==> config.mk <==
export PLATFORM = sky130hd
export DESIGN_NAME = mem_lsu
export DESIGN_NICKNAME = d
export VERILOG_FILES = /design/src/rtl/mem_lsu.sv
export SDC_FILE = /design/constraint.sdc
export NUM_CORES = 1
export LEC_CHECK = 0
export CAP_MARGIN = 20
export CORE_ASPECT_RATIO = 0.8
export CORE_UTILIZATION = 38
export DETAILED_ROUTE_END_ITERATION = 7
export GPL_TIMING_DRIVEN = 0
export HOLD_SLACK_MARGIN = 0.02
export PLACE_DENSITY = 0.76
export SLEW_MARGIN = 15
export SYNTH_ARGS = -nofsm -noshare
export SYNTH_HDL_FRONTEND = slang
export SYNTH_SLANG_ARGS = --single-unit
export TNS_END_PERCENT = 30
==> constraint.sdc <==
create_clock -name clk -period 1.8 [get_ports clk]
set_input_delay 0.36 -clock clk [delete_from_list [all_inputs] [get_ports clk]]
set_output_delay 0.36 -clock clk [all_outputs]
set_load 0.05 [all_outputs]
==> src/rtl/mem_lsu.sv <==
// Load/store front-end for the byte-addressed data memory: takes one request at a time,
// drives the memory port and returns a registered, sign/zero-extended response.

package mem_lsu_pkg;
    typedef enum logic [1:0] {
        BYTE     = 2'd0,
        HALFWORD = 2'd1,
        WORD     = 2'd2
    } tsize_e;
endpackage

// state  | meaning
// IDLE   | ready for a request
// ACCESS | memory port driven with the latched request; load data sampled here
// WCHK   | store issued, collecting the memory's registered write error
// RESP   | response held until the consumer takes it
module mem_lsu
    import mem_lsu_pkg::*;
#(
    parameter int N = 1024,
    localparam int AW = $clog2(N)
) (
    input  logic          clk,
    input  logic          rst,
    input  logic          req_valid,
    output logic          req_ready,
    input  logic          req_write,
    input  logic [31:0]   req_addr,
    input  tsize_e        req_size,
    input  logic          req_unsigned,
    input  logic [31:0]   req_wdata,
    output logic          rsp_valid,
    input  logic          rsp_ready,
    output logic [31:0]   rsp_rdata,
    output logic          rsp_error,
    output logic [AW-1:0] mem_address,
    output tsize_e        mem_tsize,
    output logic          mem_write,
    output logic [31:0]   mem_write_data,
    input  logic [31:0]   mem_data,
    input  logic          mem_rerror,
    input  logic          mem_werror
);
    typedef enum logic [1:0] {IDLE, ACCESS, WCHK, RESP} state_t;

    state_t      state, state_n;
    logic        lat_write, lat_unsigned;
    logic [31:0] lat_addr, lat_wdata;
    tsize_e      lat_size;

    logic        accept, in_range, size_ok, rsp_load, error_n;
    logic [31:0] rdata_n, load_data;

    assign req_ready      = (state == IDLE);
    assign accept         = req_valid && req_ready;
    assign in_range       = (lat_addr[31:AW] == '0);
    assign size_ok        = (lat_size == BYTE) || (lat_size == HALFWORD) || (lat_size == WORD);
    assign mem_address    = lat_addr[AW-1:0];
    assign mem_tsize      = lat_size;
    assign mem_write_data = lat_wdata;
    // Gated by rst so a store caught by reset never reaches the memory.
    assign mem_write      = (state == ACCESS) && lat_write && in_range && !rst;

    always_comb begin
        load_data = mem_data;
        if (!lat_unsigned) begin
            case (lat_size)
                BYTE:     load_data = {{24{mem_data[7]}}, mem_data[7:0]};
                HALFWORD: load_data = {{16{mem_data[15]}}, mem_data[15:0]};
                default:  load_data = mem_data;
            endcase
        end
    end

    always_comb begin
        state_n  = state;
        rsp_load = 1'b0;
        rdata_n  = '0;
        error_n  = 1'b0;
        case (state)
            IDLE: begin
                if (accept) state_n = ACCESS;
            end
            ACCESS: begin
                if (!in_range) begin
                    rsp_load = 1'b1;
                    error_n  = 1'b1;
                    state_n  = RESP;
                end else if (lat_write) begin
                    state_n = WCHK;
                end else begin
                    rsp_load = 1'b1;
                    if (mem_rerror || !size_ok) error_n = 1'b1;
                    else                        rdata_n = load_data;
                    state_n = RESP;
                end
            end
            WCHK: begin
                rsp_load = 1'b1;
                error_n  = mem_werror;
                state_n  = RESP;
            end
            RESP: begin
                if (rsp_ready) state_n = IDLE;
            end
            default: state_n = IDLE;
        endcase
    end

    always_ff @(posedge clk) begin
        if (rst) begin
            state        <= IDLE;
            rsp_valid    <= 1'b0;
            rsp_rdata    <= '0;
            rsp_error    <= 1'b0;
            lat_write    <= 1'b0;
            lat_addr     <= '0;
            lat_size     <= BYTE;
            lat_unsigned <= 1'b0;
            lat_wdata    <= '0;
        end else begin
            state     <= state_n;
            rsp_valid <= (state_n == RESP);
            if (accept) begin
                lat_write    <= req_write;
                lat_addr     <= req_addr;
                lat_size     <= req_size;
                lat_unsigned <= req_unsigned;
                lat_wdata    <= req_wdata;
            end
            if (rsp_load) begin
                rsp_rdata <= rdata_n;
                rsp_error <= error_n;
            end
        end
    end
endmodule

After elaboration in Yosys (flattened, before gate mapping)

Index checks and enable logic that the tools add are counted.

Bits in registers: 104
Bits of input ports: 106

Equal/unequal tests: 6
Mux-type cells: 18
Reductions and logical operators: 12

Operator list:

| kind                                                             | number |
|---|---|
| 32-bit two-way mux                                               | 5 |
| 32-bit one-hot mux with 2 select lines                           | 1 |
| 22-bit logical NOT                                               | 1 |
| 2-bit == test (second input constant)                            | 4 |
| 2-bit one-hot mux with 4 select lines                            | 1 |
| 1-bit two-way mux                                                | 7 |
| 2-bit by 1-bit == test with 1-bit output (second input constant) | 2 |
| 1-bit logical AND                                                | 4 |
| 2-bit logical NOT                                                | 2 |
| 2-bit two-way mux                                                | 2 |
| 1-bit one-hot mux with 2 select lines                            | 2 |
| 1-bit logical OR                                                 | 3 |
| 1-bit logical NOT                                                | 2 |

Depth between registers and ports, before layout

Word-level depth: 9
Depth in mapped cells: 8

Worst setup path after synthesis

No wires, ideal clock.

Path kind: flip-flop to output port
From: reg lat_addr[15]
To: out mem_write
Arrival time: 2274 ps
Slack: -834 ps
Stages on the path, launching flop included: 5
Cell sequence: dfxtp_1 > or4_4 > nor3_4 > nand3_1 > nor3b_1

Word-level cells in the longest chain between the ends: 3

Ends and longest elaborated chain:

| element                         | line | source |
|---|---|---|
| start: declaration              | 48   | `logic [31:0] lat_addr, lat_wdata;` |
| start signal: assignment        | 126  | `lat_addr <= req_addr;` |
| 22-bit logical NOT              | 56   | `assign in_range = (lat_addr[31:AW] == '0);` |
| 1-bit logical AND (2 in series) | 62   | `assign mem_write = (state == ACCESS) && lat_write && in_range && !rst;` |
| end: declaration                | 38   | `output logic mem_write,` |

Every way passes these cells.

Worst setup path after layout

From: reg lat_addr[18]
To: out mem_write

Same word-level chain as after synthesis.

==> results_dict.tcl <==
set metrics [dict create \
    remaining_drc_errors 0 \
    clock_sinks 104 \
    total_power_mw 6.28 \
    fin_hold_ws_ps 447 \
    die_area_sq_um 11400 \
    max-vdd-ir-drop_uv 699 \
    rows 33 \
    hold_path.class "input port to register" \
    slew_viol_final 0 \
    power.density_nw_per_um2 978 \
    cts-root-buf "clkbuf_16" \
    num_io_pins 186 \
    wire_length_of_the_first_global_routing_pass_um 18900 \
    asyncSetResetFlopFracSynth_pct 0 \
    syn_to_final_growth_pct 54.3 \
    detailed_place_hpwl_um 9150 \
    cts.path.max_buffers 2 \
    final_worst_path_period_need_ps 2210 \
    yosysWarnings 0 \
    rsz_0062_raised_after_global_routing "true" \
    finalWeightedCongestion 0.798 \
    maxCapViolCount 0 \
    antenna_cells 0 \
    yosys_most_used_dff "dfxtp_1" \
    timing.final.hold_violations 0 \
    start_point_of_the_worst_min_delay_path "rst" \
    required_ps 1440 \
    worst_slew_pin_slew_ps 775 \
    globalRouteMet3Util_pct 4.31 \
    worstSetupEndpointType "output port" \
    synth.cells.most_frequent "nand2_1 (186), dfxtp_1 (104), a21oi_1 (103)" \
    worstSetupStartpointType "register" \
    layout-drive-gt1-share_pct 8.82 \
    post_synth_num_cell_types 32 \
    syn_area_per_cell_sq_um 7.60 \
    wirelength_um 11900 \
    grt_overflow 0 \
    synth_seq_area_share_pct 50.0 \
    gr-usage-met1_pct 27.9 \
    failed_checks "negative setup slack" \
    final_nets 854 \
    r2r_cells 7 \
    dr.first_iter.drc_count 156 \
    worst_r2r_startpoint "state[0]" \
    detail_route.vias_per_cell 4.84 \
    antenna_violations_before_repair 0 \
    power_leakage_nw 2.74 \
    numCtsBuffers 9 \
    final_min_period_over_clock_period_pct 123 \
    timing.critical_path.arrival_ps 1850 \
    post-route-worst-setup-slack_ps -407 \
    rr_endpoint "rsp_rdata[17]" \
    yosysTopAreaCell "dfxtp_1" \
    worstPathMaxFanout 2 \
    final_antenna_net_count 0 \
    grt_start_max_net_pins 16 \
    synth_top_cell_area_share_pct 50.0 \
    synth-seq-cells 104 \
    hold_end "state[0]" \
    clock_pin_slew_reported_for_the_worst_setup_and_hold_paths_after_clock_tree_synthesis_ps 70 \
    status "complete, but fails checks" \
    path_class "register to output port" \
    synthMostInstantiatedCell "nand2_1" \
    syn_area_sq_um 4160 \
    insertion_delay_ps 340 \
    grt_busiest_layer "met2" \
    start_util_pct 39.8 \
    core-area_sq_um 10400 \
    fmax_ghz 0.453 \
    chipHeight_um 95.6 \
    dieWidth_um 119 \
    synthCells 548 \
    groute.layer.met2.usage_pct 34.9 \
    synth_fp_nets 658 \
    first_pass_iters 4 \
    htree_levels 3 \
    dr_total_vias 4299 \
    worst_case_headroom_to_the_max_slew_limit_pct 47.9 \
    final.setup_skew_ps 9.70 \
    detail_route.wl_per_cell_um 13.4 \
    cts_tree "yes" \
    track_usage_pct 21.0 \
    report.final.setup_viol 32 \
    number_of_global_route_vias_before_repair 3941 \
    timing.hold.worst_path_depth 3 \
    crit_start "lat_addr[18]" \
    numPortBuffers 184 \
    r2r_slack_ps -220 \
    synth_enable_flop_cells 0 \
    synth_top_cells_by_area "dfxtp_1 (50%), nand2_1 (17%), a21oi_1 (12%)" \
]
-- cell type report --
type | instances | area [sq um]
fill | 980 | 4030
buffer | 52 | 285
clock inverter | 3 | 42.5
inverter | 11 | 41.3
sequential | 104 | 2080
multi-input combinational | 380 | 1800
timing repair buffer | 186 | 1740
clock buffer | 12 | 246
tap | 140 | 175
-- per-layer routing --
metal | vias to the layer above | share of wire [%] | wire [um]
li1 | 2194 | - | -
met5 | - | 0 | 0
met4 | 0 | 1.0 | 121
met1 | 1983 | 47 | 5600
met2 | 112 | 47 | 5630
met3 | 10 | 4.7 | 564
-- per-stage QoR --
stage / util (%) / instance area [sq um] / instances / setup TNS, ps / worst slack [ps]
final: 61.5 / 6420 / 888 / -5790 / -407
after global routing: 61.5 / 6420 / 888 / -13480 / -483
after CTS: 61.4 / 6420 / 888 / -6620 / -477
after detailed placement: 59.5 / 6210 / 872 / -26890 / -815
after global placement: 59.5 / 6210 / 872 / -22980 / -799
after floorplan: - / 4200 / 548 / -300 / -207
-- where the power goes --
part	switching [mW]	internal, mW
Sequential	0.0968	2.48
Clock	0.790	1.11
Combinational	1.15	0.661
Total	2.04	4.25
-- sequential cells by signal, indices dropped and copies added (netlist names) --
name	cells
rsp_rdata	32
mem_tsize	2
rsp_error	1
state	2
lat_addr	32
mem_write_data	32
rsp_valid	1
lat_unsigned	1
lat_write	1
-- cells in the final DEF (no fill, tap or decap), types with 2 or more instances in the layout --
cell             count
a211oi_1             2
a31oi_1              2
clkdlybuf4s50_1    104
a21oi_1            103
nor3_1               2
nand2_1            185
clkbuf_1            25
a31o_2               2
buf_4               25
ha_1                 3
o21ai_0             25
nor2b_1              2
buf_1                3
inv_1               11
dlygate4sd2_1       68
buf_2                9
dfxtp_1            103
nand3_2              2
buf_6                3
nor4_1               4
clkbuf_16            9
nand3_1             31
nor2_1               3
-- critical path, cell delays in order, from the launching register on --
cell and delay, ps:
dfxtp_1 310, or4_4 540, nor3_4 160, nand3_2 120
nor3b_4 200, buf_6 180
-- cell families (layout without fill, tap and decap cells) --
family / after synthesis / count (layout) / synth area share (%)
DFF: 104 / 104 / 50.0
buffers and inverters: 64 / 264 / 7.48
AOI/OAI and AO/OA: 137 / 137 / 17.1
adders and majority gates: 4 / 4 / 1.20
muxes: 1 / 1 / 0.240
and+or+nand+nor: 238 / 238 / 24.0
-- worst max-delay path by stage --
stage | to | slack [ps] | depth (start not counted)
6_report | mem_write | -410 | 5
5_1_grt | mem_write | -480 | 5
4_1_cts | mem_write | -480 | 5
3_5_place_dp | mem_write | -810 | 5
3_3_place_gp | mem_write | -800 | 5
2_1_floorplan | mem_write | -210 | 4
-- what timing repair did --
action,4_1_cts,5_1_grt
pin swaps,6,1
setup endpoints to repair,148,62
hold buffers,0,0
hold endpoints to repair,0,0
resized for setup,96,8
setup buffers,2,0
cloned,0,0
(Power assumes the default switching activity.)
